`config.mk`:
```
export PLATFORM = sky130hd
export DESIGN_NAME = csi2_pkt_hdr_enc
export DESIGN_NICKNAME = d
export VERILOG_FILES = /design/src/rtl/csi2_pkt_hdr_enc.sv
export SDC_FILE = /design/constraint.sdc
export NUM_CORES = 1
export LEC_CHECK = 0
export CAP_MARGIN = 5
export CORE_ASPECT_RATIO = 1.5
export CORE_MARGIN = 1
export CORE_UTILIZATION = 30
export DETAILED_ROUTE_END_ITERATION = 8
export PLACE_DENSITY = 0.67
export SYNTH_ARGS = -nofsm -noshare
export SYNTH_HDL_FRONTEND = slang
export SYNTH_SLANG_ARGS = --single-unit
```
`constraint.sdc`:
```
create_clock -name clk_i -period 1.8 [get_ports clk_i]
set_input_delay 0.27 -clock clk_i [delete_from_list [all_inputs] [get_ports clk_i]]
set_output_delay 0.27 -clock clk_i [all_outputs]
set_load 0.005 [all_outputs]
```
`src/rtl/csi2_pkt_hdr_enc.sv`:
```
// CSI-2 packet header encoder: builds the 32-bit packet header (DI + 6-bit ECC)
// and streams the payload words behind it through a single output register.
module csi2_pkt_hdr_enc #(
   parameter logic [5:0] LONG_DT_MIN = 6'h10
) (
   input  logic        clk_i,
   input  logic        rst_n_i,
   input  logic        hdr_valid_i,
   output logic        hdr_ready_o,
   input  logic [1:0]  hdr_vc_i,
   input  logic [5:0]  hdr_dt_i,
   input  logic [15:0] hdr_wc_i,
   input  logic [31:0] pld_data_i,
   input  logic        pld_valid_i,
   output logic        pld_ready_o,
   output logic [31:0] data_o,
   output logic [3:0]  keep_o,
   output logic        last_o,
   output logic        valid_o,
   input  logic        ready_i
);

   typedef enum logic [1:0] {
      IDLE,
      HDR_OUT,
      PLD
   } state_t;

   state_t      state_q;
   logic [13:0] cnt_q;
   logic [1:0]  wc_lsb_q;
   logic [31:0] data_q;
   logic [3:0]  keep_q;
   logic        last_q;
   logic        valid_q;

   logic        free;
   logic        hdr_fire;
   logic        pld_fire;
   logic [23:0] di;
   logic        hdr_last;
   logic [13:0] cnt_load;
   logic [3:0]  final_keep;

   function automatic logic [5:0] ecc6(input logic [23:0] d);
      logic [5:0] p;
      p[0] = d[0] ^ d[1] ^ d[2] ^ d[4] ^ d[5] ^ d[7] ^ d[10] ^ d[11] ^ d[13] ^ d[16]
           ^ d[20] ^ d[21] ^ d[22] ^ d[23];
      p[1] = d[0] ^ d[1] ^ d[3] ^ d[4] ^ d[6] ^ d[8] ^ d[10] ^ d[12] ^ d[14] ^ d[17]
           ^ d[20] ^ d[21] ^ d[22] ^ d[23];
      p[2] = d[0] ^ d[2] ^ d[3] ^ d[5] ^ d[6] ^ d[9] ^ d[11] ^ d[12] ^ d[15] ^ d[18]
           ^ d[20] ^ d[21] ^ d[22];
      p[3] = d[1] ^ d[2] ^ d[3] ^ d[7] ^ d[8] ^ d[9] ^ d[13] ^ d[14] ^ d[15] ^ d[19]
           ^ d[20] ^ d[21] ^ d[23];
      p[4] = d[4] ^ d[5] ^ d[6] ^ d[7] ^ d[8] ^ d[9] ^ d[16] ^ d[17] ^ d[18] ^ d[19]
           ^ d[20] ^ d[22] ^ d[23];
      p[5] = (^d[19:10]) ^ d[21] ^ d[22] ^ d[23];
      return p;
   endfunction

   // Output register accepts a new word when empty or being drained this cycle.
   assign free        = !valid_q || ready_i;
   assign hdr_ready_o = rst_n_i && (state_q == IDLE) && free;
   assign pld_ready_o = rst_n_i && (state_q == PLD) && free;
   assign hdr_fire    = hdr_valid_i && hdr_ready_o;
   assign pld_fire    = pld_valid_i && pld_ready_o;

   assign di       = {hdr_wc_i, hdr_vc_i, hdr_dt_i};
   assign hdr_last = (hdr_dt_i < LONG_DT_MIN) || (hdr_wc_i == 16'd0);
   // ceil(wc/4) kept to 14 bits; wc >= 65533 loads 0, which wraps through the
   // full 16384-word count before reaching 1.
   assign cnt_load = hdr_wc_i[15:2] + 14'(|hdr_wc_i[1:0]);

   always_comb begin
      final_keep = 4'hF;
      case (wc_lsb_q)
         2'b01:   final_keep = 4'h1;
         2'b10:   final_keep = 4'h3;
         2'b11:   final_keep = 4'h7;
         default: final_keep = 4'hF;
      endcase
   end

   // NOTE: every register here, including the output word, is cleared by the
   // asynchronous reset so a dropped packet leaves no stale data on data_o.
   always_ff @(posedge clk_i or negedge rst_n_i) begin
      if (!rst_n_i) begin
         state_q  <= IDLE;
         cnt_q    <= '0;
         wc_lsb_q <= '0;
         data_q   <= '0;
         keep_q   <= 4'h0;
         last_q   <= 1'b0;
         valid_q  <= 1'b0;
      end else begin
         // NOTE: non-blocking assignments throughout; the later fire branches
         // override this default drop of valid_q within the same edge.
         if (free) begin
            valid_q <= 1'b0;
         end
         case (state_q)
            IDLE: begin
               if (hdr_fire) begin
                  data_q   <= {2'b00, ecc6(di), di};
                  keep_q   <= 4'hF;
                  last_q   <= hdr_last;
                  valid_q  <= 1'b1;
                  wc_lsb_q <= hdr_wc_i[1:0];
                  cnt_q    <= hdr_last ? 14'd0 : cnt_load;
                  state_q  <= hdr_last ? IDLE : HDR_OUT;
               end
            end
            HDR_OUT: begin
               if (free) begin
                  state_q <= PLD;
               end
            end
            PLD: begin
               if (pld_fire) begin
                  data_q  <= pld_data_i;
                  valid_q <= 1'b1;
                  last_q  <= (cnt_q == 14'd1);
                  keep_q  <= (cnt_q == 14'd1) ? final_keep : 4'hF;
                  cnt_q   <= cnt_q - 14'd1;
                  if (cnt_q == 14'd1) begin
                     state_q <= IDLE;
                  end
               end
            end
            default: state_q <= IDLE;
         endcase
      end
   end

   assign data_o  = data_q;
   assign keep_o  = keep_q;
   assign last_o  = last_q;
   assign valid_o = valid_q;

endmodule

```
After elaboration in Yosys (flattened, before gate mapping)
Cells that the tools add are included.
Widths: inputs -> output; s select.
{"block": "word_totals", "reg_bits": 56, "romBits": 0, "memories": 0, "out_inout_bits": 40, "word_cells": 126, "ramBits": 0, "inputBits": 61, "latchBits": 0}
{"block": "classes", "n_shift": 0, "n_eq_ne": 10, "n_mux": 25, "n_mul": 0, "bitwise_logic": 64, "add_sub_neg": 2, "magnitude_cmp": 1, "n_reduce_logical": 17, "n_div": 0}
{"op": "$mux 32", "n": 2}
{"op": "$pmux 32 s2", "n": 1}
{"op": "$xor 1x1->1", "n": 64}
{"op": "$mux 14", "n": 3}
{"op": "$pmux 14 s2", "n": 1}
{"op": "$logic_not 16->1", "n": 1}
{"op": "$add 14x1->14", "n": 1}
{"op": "$eq 14x1->1 const B", "n": 1}
{"op": "$sub 14x1->14 const B", "n": 1}
{"op": "$mux 4", "n": 3}
{"op": "$pmux 4 s3", "n": 1}
{"op": "$reduce_xor 10->1", "n": 1}
{"op": "$mux 2", "n": 4}
{"op": "$pmux 4 s2", "n": 1}
{"op": "$eq 2x2->1 const B", "n": 3}
{"op": "$logic_and 1x1->1", "n": 6}
{"op": "$lt 6x5->1 const B", "n": 1}
{"op": "$mux 1", "n": 6}
{"op": "$ne 2x2->1 const B", "n": 3}
{"op": "$pmux 2 s3", "n": 1}
{"op": "$eq 2x1->1 const B", "n": 2}
{"op": "$pmux 1 s2", "n": 2}
{"op": "$reduce_and 4->1", "n": 1}
{"op": "$reduce_and 3->1", "n": 1}
{"op": "7 further kinds", "n": 8}

Depth between registers and ports, before layout
Gate-level depths: netlist of run 1.
{"block": "depth", "depth_word": 15, "ltp_mapped": 9, "mapped_depth_nobuf": 8}

Least setup slack after synthesis of run 1
OpenSTA, ideal clock, no wires.
{"block": "synth_path", "path_type": "flip-flop to flip-flop", "start": "reg cnt_q[0]", "end": "reg cnt_q[11]", "period_less_slack_ps": 1842, "setup_slack_ps": -42, "path_buffers": 0, "setup_time_ps": 104, "required_ps": 1696, "arrival_time_ps": 1738, "path_stages_with_launch": 6, "cell_sequence": "dfrtp_1 or4_4 nor4_4 nand2_2 or4_1 o311ai_1"}
{"block": "synth_via", "elab_chain_cells": 3}
{"element": "from (decl)", "line": "30", "rtl": "logic [13:0] cnt_q;"}
{"element": "from (signal assigned)", "line": "109", "rtl": "cnt_q <= hdr_last ? 14'd0 : cnt_load;"}
{"element": "from (signal assigned)", "line": "124", "rtl": "cnt_q <= cnt_q - 14'd1;"}
{"element": "$sub 14x1->14", "line": "124"}
{"element": "$mux 14", "line": "119", "rtl": "if (pld_fire) begin"}
{"element": "$pmux 14 s2", "line": "101", "rtl": "case (state_q)"}
Every way passes these cells. The select of a mux whose other input is x is not followed.
A chain may end at the register's enable or synchronous reset.

Worst setup path in the final report of run 1
{"block": "layout_path", "start": "reg cnt_q[9]", "end": "reg last_q (netlist: last_o)"}
{"block": "layout_via", "elab_chain_cells": 3}
{"element": "$eq 14x1->1", "line": "122", "rtl": "last_q <= (cnt_q == 14'd1);"}
{"element": "$mux 1", "line": "119"}
{"element": "$pmux 1 s2", "line": "101"}
{"element": "to (signal assigned)", "line": "106", "rtl": "last_q <= hdr_last;"}
{"element": "to (signal assigned)", "line": "122"}
{"element": "to (decl)", "line": "34", "rtl": "logic last_q;"}
Every way passes these cells. The select of a mux whose other input is x is not followed.

==> results of run 1 <==
[logic make-up (layout without fill, tap and decap cells)]
group                      count (synthesis)  count (layout)
and+or+nand+nor                          155             155
muxes                                      6               6
adders and majority gates                 16              16
DFF                                       56              56
AOI/OAI and AO/OA                         83              83
buffers and inverters                     47             224
xor gates and xnor gates                  51              51
[Yosys cell counts, types with 2 or more instances]
library cell and count:
mux2i_1 2, clkbuf_1 17, o32ai_1 3, xor2_1 8
or2_2 2, buf_6 2, nand2_1 70, nand3_1 8
a31oi_1 28, a21oi_1 8, nor4_1 3, xnor3_1 8
nor4bb_1 2, inv_1 19, or4_1 2, nand2b_1 3
dfrtp_1 56, a2bb2oi_1 2, nand4_1 8, nor2_1 37
ha_1 16, xnor2_1 34, nor3_1 9, mux2_2 4
buf_2 8, o21ai_0 26, a22o_1 8
[registers in the layout, summed over array words and instances, names as in the netlist]
register / count
data_o: 32
cnt_q: 14
keep_o: 4
state_q: 2
wc_lsb_q: 2
last_o: 1
valid_o: 1
[critical path: cells and delay by family, from the launching register on]
family,cells,cell delay (ns)
buffers and inverters,2,0.34
AO/OA/AOI/OAI,1,0.17
flip-flops,1,0.38
AND/OR/NAND/NOR,3,0.83
multiplexers,1,0.17
[repair_timing]
action,4_1_cts,5_1_grt
buffers inserted,3,8
pin swaps,14,27
endpoints found under the setup margin,26,24
hold endpoints to repair,0,0
gates cloned,0,1
gates resized for setup,43,49
[report_power, final]
part	internal [mW]	leakage, nW	total, mW	switching [mW]
logic	2.32	2.01	4.30	1.98
registers	1.82	0.651	2.16	0.341
clock network	0.556	0.0701	1.03	0.469
total	4.69	2.74	7.48	2.79
[worst max-delay path by stage]
stage / slack (ns) / depth (start not counted) / endpoint
4_1_cts: -0.13 / 7 / last_o
5_1_grt: -0.19 / 7 / last_o
3_5_place_dp: -0.48 / 9 / cnt_q[11]
6_report: -0.14 / 7 / last_o
3_3_place_gp: -0.46 / 9 / cnt_q[11]
2_1_floorplan: -0.04 / 5 / cnt_q[11]
[layout make-up]
| cell class | count | area share, % |
|---|---|---|
| multi-input cells | 311 | 39.86 |
| repair buffers | 197 | 30.04 |
| flip-flops and latches | 56 | 23.25 |
| well taps | 153 | 3.176 |
| clock buffers | 7 | 2.367 |
| inverters | 19 | 1.183 |
| clock inverters | 1 | 0.1246 |
[layer usage]
metal / wire length, um / vias up / global-route usage (%)
li1: - / 1779 / -
met1: 4646 / 1785 / 21.76
met2: 6761 / 103 / 36.46
met3: 491 / 31 / 3.256
met4: 523 / 0 / 9.722
met5: 0 / - / 0
==> reports/results.txt, run 1 <==
Area contributors post-synth - dfrtp_1 (38%), xnor2_1 (8.1%), nand2_1 (7.1%)
DP Area - 5416 um^2
Vias in the first global route - 3824
IO Pins - 101
Syn avg cell area - 8.891 um^2
Reg2reg end - last_o
GRT Util Overall - 19.78%
Final slew viol count - 0
Most common cell after layout, fill and taps aside - buf_4
Worst reg2reg path depth - 7
Pre-CTS setup slack - -0.4822 ns
Combinational family with the most area after synthesis - simple AND/OR/NAND/NOR gates
Initial antenna violation count - 0
Crit end category - flop
Post-synthesis register bit count - 56
Setup TNS - -0.4693 ns
Failing checks - setup timing
Maximum VDD drop - 588.0 uV
Fill cells - 1090
Ys async rst share - 100.0%
Clk_lat worst skew - 0.30 ns
CTS max path bufs - 2
IO buf count - 100
Max Fanout on Critical Path - 2
Post-route ant nets - 0
Synth cell types - 48
Max-cap violations - 0
Core area - 11960 um^2
Final WL - 12420 um
DR vias - 3698
CTS root buf - clkbuf_16
CTS tree - done
DR pass1 iterations - 4
Part of the cycle the worst path needs - 107.7%
Layout cells sized above 1 - 27.24%
Yosys warns - 0
Drt via density - 4.970
Number of diodes - 0
Launch point of the worst reg-to-reg path - cnt_q[9]
Most frequent cells in the layout - buf_4 (86), clkdlybuf4s50_1 (80), nand2_1 (68)
Die area - 12730 um^2
H-tree levels - 2
Synth Area in XOR/XNOR - 15.33%
P per Cell Area - 1241 nW/um^2
Net count, final - 667
Final setup vio count - 10
Post-DR wirelength/cell - 16.70 um
Final setup margin - -0.1386 ns
Total power - 7.481 mW
First-pass GRT wire length - 19410 um
RSZ-0062 raised after global routing - true
Simple-Gate Fraction of Synth Area - 19.68%
Final non-filler cell total - 744
CP startpoint kind - flop
Worst Tran Pin Value - 0.4979 ns
CP Class - reg2reg
Compound-Gate Fraction of Synth Area - 14.21%
Critical Path AT - 2.18 ns
Leakage power - 2.736 nW
CP max-delay cell - or4_4
Mapped Cells - 414
Post-synthesis mux area share - 1.768%
Die X - 92.45 um
Starting DRT DRC Count - 203
Outcome - finished with violations
Synth Area in Adders - 5.438%
Worst setup startpoint - cnt_q[9]
Most used cell, CP - buf_4
Fmax - 515.8 MHz
Hold WS - 0.02439 ns
Post-route cell area - 6027 um^2
Synth top area share - 38.07%
Die span in y - 137.7 um
Post-Place Cells - 724
Hold crit path type - in2async
Gpl congestion - 0.9117
Total global routing overflow - 0
CTS Hold Buffers Added - 0
Largest net degree at the start of global routing - 36
Crit-path max cell delay - 0.56 ns
Post-layout util - 50.41%
Final Hold Viols - 0
CP Cell Sequence - or4_4 -> nor4_4 -> buf_4 -> nand4_1 -> buf_4 -> a21boi_2 -> mux2_4
R2R Setup Slk - -0.14 ns
Register area share after synthesis - 38.07%
Crit path required time - 2.04 ns
Mapped Area - 3681 um^2
Cts bufs inserted - 5
Area grow syn2layout - 63.73%
Synthesized net count - 491
Area of the multi-input gates - 2402 um^2
Final Skew - 0.004593 ns
Most used DFF post-synth - dfrtp_1
Sequential cell area - 1401 um^2
Crit path time final - 1.939 ns
Clock Pin Slew Worst Setup and Hold Paths - 0.07 ns
Post-synth EDFFs - 0
CTS Sinks - 56
Hpwl dp - 9492 um
Library cell with the largest summed area after synthesis - dfrtp_1
Worst rel slew slack - 66.81%
Initial core utilization - 30.79%
FP Rows - 49
DR DRC count - 0
Note: power is estimated with default switching activity, not from simulation.
==> run 2: changes to the inputs <==
--- a/config.mk
+++ b/config.mk
@@ -8,9 +8,9 @@
 export CAP_MARGIN = 5
 export CORE_ASPECT_RATIO = 1.5
 export CORE_MARGIN = 1
-export CORE_UTILIZATION = 30
+export CORE_UTILIZATION = 44
 export DETAILED_ROUTE_END_ITERATION = 8
-export PLACE_DENSITY = 0.67
+export PLACE_DENSITY = 0.88
 export SYNTH_ARGS = -nofsm -noshare
 export SYNTH_HDL_FRONTEND = slang
 export SYNTH_SLANG_ARGS = --single-unit
==> reports/results.txt, run 2 (synthesis results as in run 1) <==
CP startpoint kind - flop
Largest net degree at the start of global routing - 32
Fill cells - 533
Starting DRT DRC Count - 355
Setup TNS - -0.1812 ns
Failing checks - setup timing
Crit end category - flop
Worst rel slew slack - 71.89%
P per Cell Area - 1306 nW/um^2
R2R Setup Slk - -0.07 ns
DR vias - 3898
Max reg flops - 32
Die area - 8743 um^2
Part of the cycle the worst path needs - 104.0%
Die span in y - 114.0 um
Final slew viol count - 0
Net Sw Power - 3.015 mW
CTS tree - done
Die X - 76.68 um
Final Hold Viols - 0
Seq pwr share - 29.4%
Leakage power - 2.662 nW
Most frequent cells in the layout - clkdlybuf4s50_1 (79), buf_4 (74), nand2_1 (68)
Post-Place Cells - 666
Comb power frac - 57.5%
Net count, final - 652
Crit path time final - 1.873 ns
Final non-filler cell total - 681
Max Fanout on Critical Path - 2
Clock Power Share - 13.1%
Number of diodes - 0
Post-layout util - 72.92%
GRT Util Overall - 28.88%
Total power - 7.673 mW
Most common cell after layout, fill and taps aside - clkdlybuf4s50_1
Initial core utilization - 45.68%
Outcome - finished with violations
IO buf count - 100
Post-route ant nets - 0
Cts bufs inserted - 5
Area grow syn2layout - 59.62%
Worst Tran Pin Value - 0.4217 ns
First-pass GRT wire length - 19600 um
Area of the multi-input gates - 2480 um^2
Switching Fraction - 39.29%
Hold crit path type - in2async
RSZ-0062 raised after global routing - true
Gpl congestion - 0.9837
Vias in the first global route - 3964
CTS Hold Buffers Added - 0
Final Skew - 0.01089 ns
Clock Pin Slew Worst Setup and Hold Paths - 0.08 ns
CTS Sinks - 56
IO Pins - 101
Internal - 4.658 mW
CTS max path bufs - 2
Layout cells sized above 1 - 27.60%
Core area - 8058 um^2
Crit path required time - 2.00 ns
Drt via density - 5.724
Worst reg2reg path depth - 5
Final setup margin - -0.07279 ns
Worst setup path end - cnt_q[11]
Final setup vio count - 5
H-tree levels - 2
FP Rows - 40
DR DRC count - 0
Clk_lat worst skew - 0.31 ns
Initial antenna violation count - 0
Sequential cell area - 1403 um^2
DR pass1 iterations - 4
Hpwl dp - 9005 um
Maximum VDD drop - 1082 uV
Total global routing overflow - 0
CTS root buf - clkbuf_16
Critical Path AT - 2.08 ns
Max-cap violations - 0
Launch point of the worst reg-to-reg path - cnt_q[1]
CP Class - reg2reg
Post-DR wirelength/cell - 19.63 um
Final WL - 13370 um
Reg2reg end - cnt_q[11]
Fmax - 534.0 MHz
Worst setup startpoint - cnt_q[1]
run 2: cell count changes in the layout (fill, tap and decap cells not counted), moves of 5 or more:
| cell | delta |
|---|---|
| dlygate4sd2_1 | +6 |
| o21ai_1 | +5 |
| buf_4 | -12 |
| dlymetal6s2s_1 | -6 |
| xnor2_2 | +5 |
| xnor2_1 | -6 |
| o21ai_0 | -5 |
run 2: cell type report:
class	count	share of cell area (%)
Multi-Input combinational cell	311	42.21
Timing Repair Buffer	182	28.00
Sequential cell	56	23.87
Clock inverter	2	0.2768
Inverter	19	1.214
Tap cell	105	2.236
Clock buffer	6	2.193
run 2: what timing repair did:
item                                    4_1_cts  5_1_grt
endpoints found under the setup margin       26       30
gates resized for setup                      56       55
buffers inserted                              3        3
pin swaps                                    28       23
gates cloned                                  1        0
run 2: metrics by stage:
stage / hold WS [ns] / setup slack (ns) / area, um^2
6_report: 0.01215 / -0.07279 / 5876
3_5_place_dp: 0.3665 / -0.4996 / 5256
4_1_cts: 0.04239 / -0.1018 / 5580
3_3_place_gp: 0.3426 / -0.4743 / 5256
5_1_grt: 0.03961 / -0.1387 / 5876
2_1_floorplan: -0.02559 / -0.04172 / 3681
run 2: worst min-delay path by stage:
stage	from	slack, ns	end	cells after the start
after floorplan	rst_n_i	-0.03	cnt_q[0]	0
after global placement	rst_n_i	0.34	valid_o	2
after detailed placement	rst_n_i	0.37	valid_o	2
after CTS	rst_n_i	0.04	valid_o	2
after global routing	rst_n_i	0.04	data_o[21]	2
final	rst_n_i	0.01	data_o[21]	2
run 2: power by group through the flow:
stage	logic [mW]	clock network, mW	registers [mW]
6_report	4.41	1.01	2.25
5_1_grt	4.74	1.07	2.30
4_1_cts	4.01	1.01	2.22
3_5_place_dp	3.82	0	2.22
3_3_place_gp	3.68	0	2.19
2_1_floorplan	1.84	0	2.22
run 2: worst max-delay path: stages, from the launching register on:
cell	delay [ns]
dfrtp_1	0.38
or4_4	0.57
nor4_4	0.21
nand2_2	0.09
or4_4	0.42
o311ai_1	0.10
run 2: routing by layer:
metal / share of wire [%] / global-route usage [%] / vias up / wire length, um
met3: 3.9 / 3.840 / 62 / 521
li1: - / - / 1747 / -
met1: 36 / 30.64 / 1916 / 4772
met4: 6.2 / 17.31 / 0 / 828
met2: 54 / 53.75 / 173 / 7246
met5: 0 / 0 / - / 0
==> patch 1 (config.mk and constraints of run 1) <==
The 3 states of `state_t` get a one-hot encoding in 3 bits.
--- a/src/rtl/csi2_pkt_hdr_enc.sv
+++ b/src/rtl/csi2_pkt_hdr_enc.sv
@@ -21,8 +21,8 @@
 );
 
-   typedef enum logic [1:0] {
-      IDLE,
-      HDR_OUT,
-      PLD
+   typedef enum logic [2:0] {
+      IDLE    = 3'b001,
+      HDR_OUT = 3'b010,
+      PLD     = 3'b100
    } state_t;
 
Check against the original RTL: no difference found for any inputs over 10 cycles, from zero or initial values and one cycle with rst_n_i low; not proved beyond that.
==> patch 1 against run 1 <==
Worst hold slack gained 290 ps; sequential power is 12% lower; critical endpoint is now cnt_q[3]; fmax increased by 9.1%; largest power group unchanged; worst setup slack better by 160 ps; power shrank 19%; cell area down 0.37%; sequential cell count rose by 1; wire length increased by 4.8%; first-iteration DRC count increased by 10%; synthesized area up 0.41%.
==> patch 1: results <==
[global_route]
grt_pass1_vias = 3944
grt_first_pass_wirelength_mm = 19.6
grt_max_degree = 47

[finish]
fin_nets = 677
drive_gt1_share_pct = 22.0
final_common_cell = "clkdlybuf4s50_1"
n_fill_cell = 1129

[timing]
max_slew_margin_pct = 58.7
skew_ps = 6.59

[worst_setup_path]
rrSetupSlack_ps = 20
crit_arrival_ps = 2040

[outcome]
outcome = "completed"

[synthesis]
synth.distinct_cells = 50
syn_inst = 427
syn_nets = 504

[routing]
drt-total-wl_mm = 13.0
viasPerCell = 5.05
drt_iter0_drc = 224

[clocking]
htreeDepth = 3
cts_buffers = 9
clk_latency_ps = 330
clkSlewWorstSetupHoldPaths_ps = 50

[power]
p_leak_nw = 2.57

[placed_design]
gp_congestion = 0.877
place_area_mm2 = 0.00538
[patch 1: cell count changes in the layout (fill, tap and decap cells not counted), sizes merged, moves of 5 or more]
cell,change
xnor2,+19
buf,-16
o21ai,-12
nand2,+9
xnor3,-8
clkbuf,+7
clkdlybuf4s50,+7
dlymetal6s2s,-7
nor2,+7
o211ai,+5
[patch 1: layout make-up]
class | count | share of cell area, %
clock buffers | 11 | 4.04
clock inverters | 5 | 1.71
inverters | 16 | 1.00
multi-input cells | 331 | 37.4
flip-flops and latches | 57 | 23.8
well taps | 153 | 3.19
repair buffers | 185 | 28.9
[patch 1: final timing paths]
check / from / end / cells after the start
min reg2reg: data_o[30] / data_o[30] / 2
max in group asynchronous: rst_n_i / data_o[0] / 3
min in group clk_i: hdr_wc_i[3] / data_o[11] / 3
max reg2reg: state_q[0] / cnt_q[3] / 7
max: state_q[0] / cnt_q[3] / 7
min: rst_n_i / cnt_q[9] / 2
[patch 1: cell families (layout without fill, tap and decap cells)]
group | Yosys count | after routing | share of synthesized area [%]
buf+inv | 40 | 217 | 4.84
flops | 57 | 57 | 38.6
xor+xnor | 61 | 61 | 14.7
fa+ha+maj | 16 | 16 | 5.42
mux | 3 | 3 | 0.880
compound gates | 73 | 73 | 13.2
simple gates | 177 | 178 | 22.4
[patch 1: metal layers]
layer | routed length [um] | global-route usage [%] | vias up
met5 | 0 | 0 | -
met4 | 446 | 10.3 | 0
met3 | 549 | 3.29 | 39
met2 | 7080 | 36.9 | 137
met1 | 4940 | 22.1 | 1841
li1 | - | - | 1813
[patch 1: through the flow]
| stage | power (mW) | setup TNS [ps] | util (%) | hold WS [ps] | worst slack, ps |
|---|---|---|---|---|---|
| 6_report | 6.05 | 0 | 50.0 | 313 | 22.4 |
| 5_1_grt | 6.35 | -383 | 50.0 | 320 | -55.2 |
| 4_1_cts | 5.99 | 0 | 48.6 | 303 | 10.7 |
| 3_5_place_dp | 3.94 | -17250 | 44.8 | 117 | -510 |
| 3_3_place_gp | 3.88 | -16090 | 44.8 | 117 | -457 |
| 2_1_floorplan | 2.79 | 0 | - | -25.6 | 14.0 |
[patch 1: what timing repair did]
action	in CTS	in global routing
pin swaps	11	5
hold endpoints to repair	10	0
gates resized for setup	23	24
hold buffers	1	0
setup endpoints to repair	49	49
buffers inserted	9	1
gates cloned	1	2
[patch 1: critical path, cell delays in order, from the launching register on]
cell,delay (ps)
dfstp_2,520
buf_4,120
nor3b_4,40
buf_6,130
buf_4,150
or3_4,410
o21ai_1,180
a22o_1,150
[patch 1: report_power, final]
| group | switching [mW] | internal [mW] |
|---|---|---|
| Clock | 0.612 | 1.39 |
| Combinational | 0.911 | 1.24 |
| Sequential | 0.273 | 1.63 |
==> patch 2 (config.mk and constraints of run 1) <==
Without the edit above. The parameter `LONG_DT_MIN` goes from 6'h10 to 6'h08.
--- a/src/rtl/csi2_pkt_hdr_enc.sv
+++ b/src/rtl/csi2_pkt_hdr_enc.sv
@@ -2,5 +2,5 @@
 // and streams the payload words behind it through a single output register.
 module csi2_pkt_hdr_enc #(
-   parameter logic [5:0] LONG_DT_MIN = 6'h10
+   parameter logic [5:0] LONG_DT_MIN = 6'h08
 ) (
    input  logic        clk_i,
Check against the original RTL: not equivalent (Yosys sat finds a counterexample within 4 cycles, from zero or initial values and one cycle with rst_n_i low).
==> patch 2 against run 1 <==
The flow still finishes with violations (setup timing); via count shrank 0.89%; non-clock buffer count decreased by 19; synthesized area shrank 0.54%; synthesized cell count up 2.2%; cell area is 4.4% lower; worst setup slack improved by 110 ps; sequential cell count unchanged; power down 3.8%; wire length is 4.4% lower.
==> patch 2: results <==
[routing]
drt_iter0_drc = 243
wl_per_cell_um = 16.2

[placed_design]
post-dp-hpwl_mm = 8.94
gp_congestion = 0.921
dp_cells = 721

[finish]
drive_gt1_share_pct = 22.5
fin_nets = 658

[global_route]
grt_pass1_vias = 3798
grt_use_total_pct = 18.4
grt_first_pass_wirelength_mm = 18.2

[outcome]
outcome = "complete, but fails checks"
violations = "setup timing"

[timing]
timing.final.ws_setup_ps = -28.9
tightest_slew_ps = 752
skew_ps = 8.74
finalSetupViolCount = 4
tns_ps = -56.2

[synthesis]
synth_common_cells = "nand2_1, dfrtp_1, nor2_1, xnor2_1, a31oi_1"
syn_inst = 423
synth_top_cells_by_area = "dfrtp_1, xnor2_1, nand2_1, ha_1, a31oi_1"
syn_nets = 501
synth.distinct_cells = 49
seq_area_frac_synth_pct = 38.3

[power]
swShare_pct = 37.2
p_leak_nw = 2.54

[worst_setup_path]
crit_fanout = 3
cp-startpoint = "cnt_q[8]"
-- patch 2: cell types whose count changed in the layout (fill, tap and decap cells not counted), moves of 7 or more --
cell	change
buf_4	-11
buf_6	-8
nand2_1	+8
nor2_1	+8
nor3_1	-7
xnor2_1	+9
-- patch 2: metal layers --
layer	vias up	GRT usage, %	part of all wire, %
li1	1767	-	-
met1	1738	21.2	39
met2	124	32.4	52
met3	36	2.87	4.3
met4	0	10.3	4.5
met5	-	0	0
-- patch 2: path summary, 6_finish.rpt --
check / endpoint / slack (ps) / cells after the start
max in group asynchronous: state_q[0] / 1120 / 2
setup reg to reg: last_o / -30 / 5
hold reg to reg: keep_o[0] / 470 / 1
setup / recovery: last_o / -30 / 5
min in group clk_i: data_o[3] / 360 / 3
hold / removal: cnt_q[11] / 160 / 2
-- patch 2: area by class of cell --
type | instances | area (um2)
Fill cell | 1132 | 6190
Clock buffer | 5 | 125
Inverter | 17 | 63.8
Timing Repair Buffer | 178 | 1620
Multi-Input combinational cell | 322 | 2310
Clock inverter | 3 | 47.5
Sequential cell | 56 | 1400
Antenna cell | 1 | 2.50
Tap cell | 153 | 191
-- patch 2: repair_timing --
| action | CTS | global route |
|---|---|---|
| pin swaps | 16 | 17 |
| setup buffers | 2 | 3 |
| endpoints found under the setup margin | 27 | 25 |
| gates resized for setup | 46 | 16 |
-- patch 2: logic make-up (layout without fill, tap and decap cells) --
group,after synthesis,after routing,share of synthesized area [%]
buffers and inverters,45,203,4.85
flip-flops,56,56,38.3
adder cells (fa/ha/maj),17,17,5.81
AND/OR/NAND/NOR,159,159,19.3
multiplexers,3,3,0.923
other,0,1,0
AO/OA/AOI/OAI,87,87,15.4
XOR/XNOR,56,56,15.3
-- patch 2: through the flow --
| stage | instance area [um2] | setup WS, ps |
|---|---|---|
| 2_1_floorplan | 3670 | 36.7 |
| 3_5_place_dp | 5340 | -457 |
| 6_report | 5760 | -28.9 |
| 5_1_grt | 5760 | -134 |
| 4_1_cts | 5650 | -47.7 |
| 3_3_place_gp | 5340 | -459 |
-- patch 2: critical path: stages (launching register included) --
cell and delay, ps:
dfrtp_1 380, or4_4 560, nor4_4 190, nand4_1 260, a211oi_2 290, a21o_1 100
-- patch 2: power groups by stage --
stage	Sequential, mW	Clock, mW	Combinational [mW]
6_report	2.21	1.15	3.83
2_1_floorplan	2.17	0	1.81
4_1_cts	2.20	1.17	3.73
3_5_place_dp	2.20	0	3.63
5_1_grt	2.27	1.22	4.18
3_3_place_gp	2.17	0	3.54
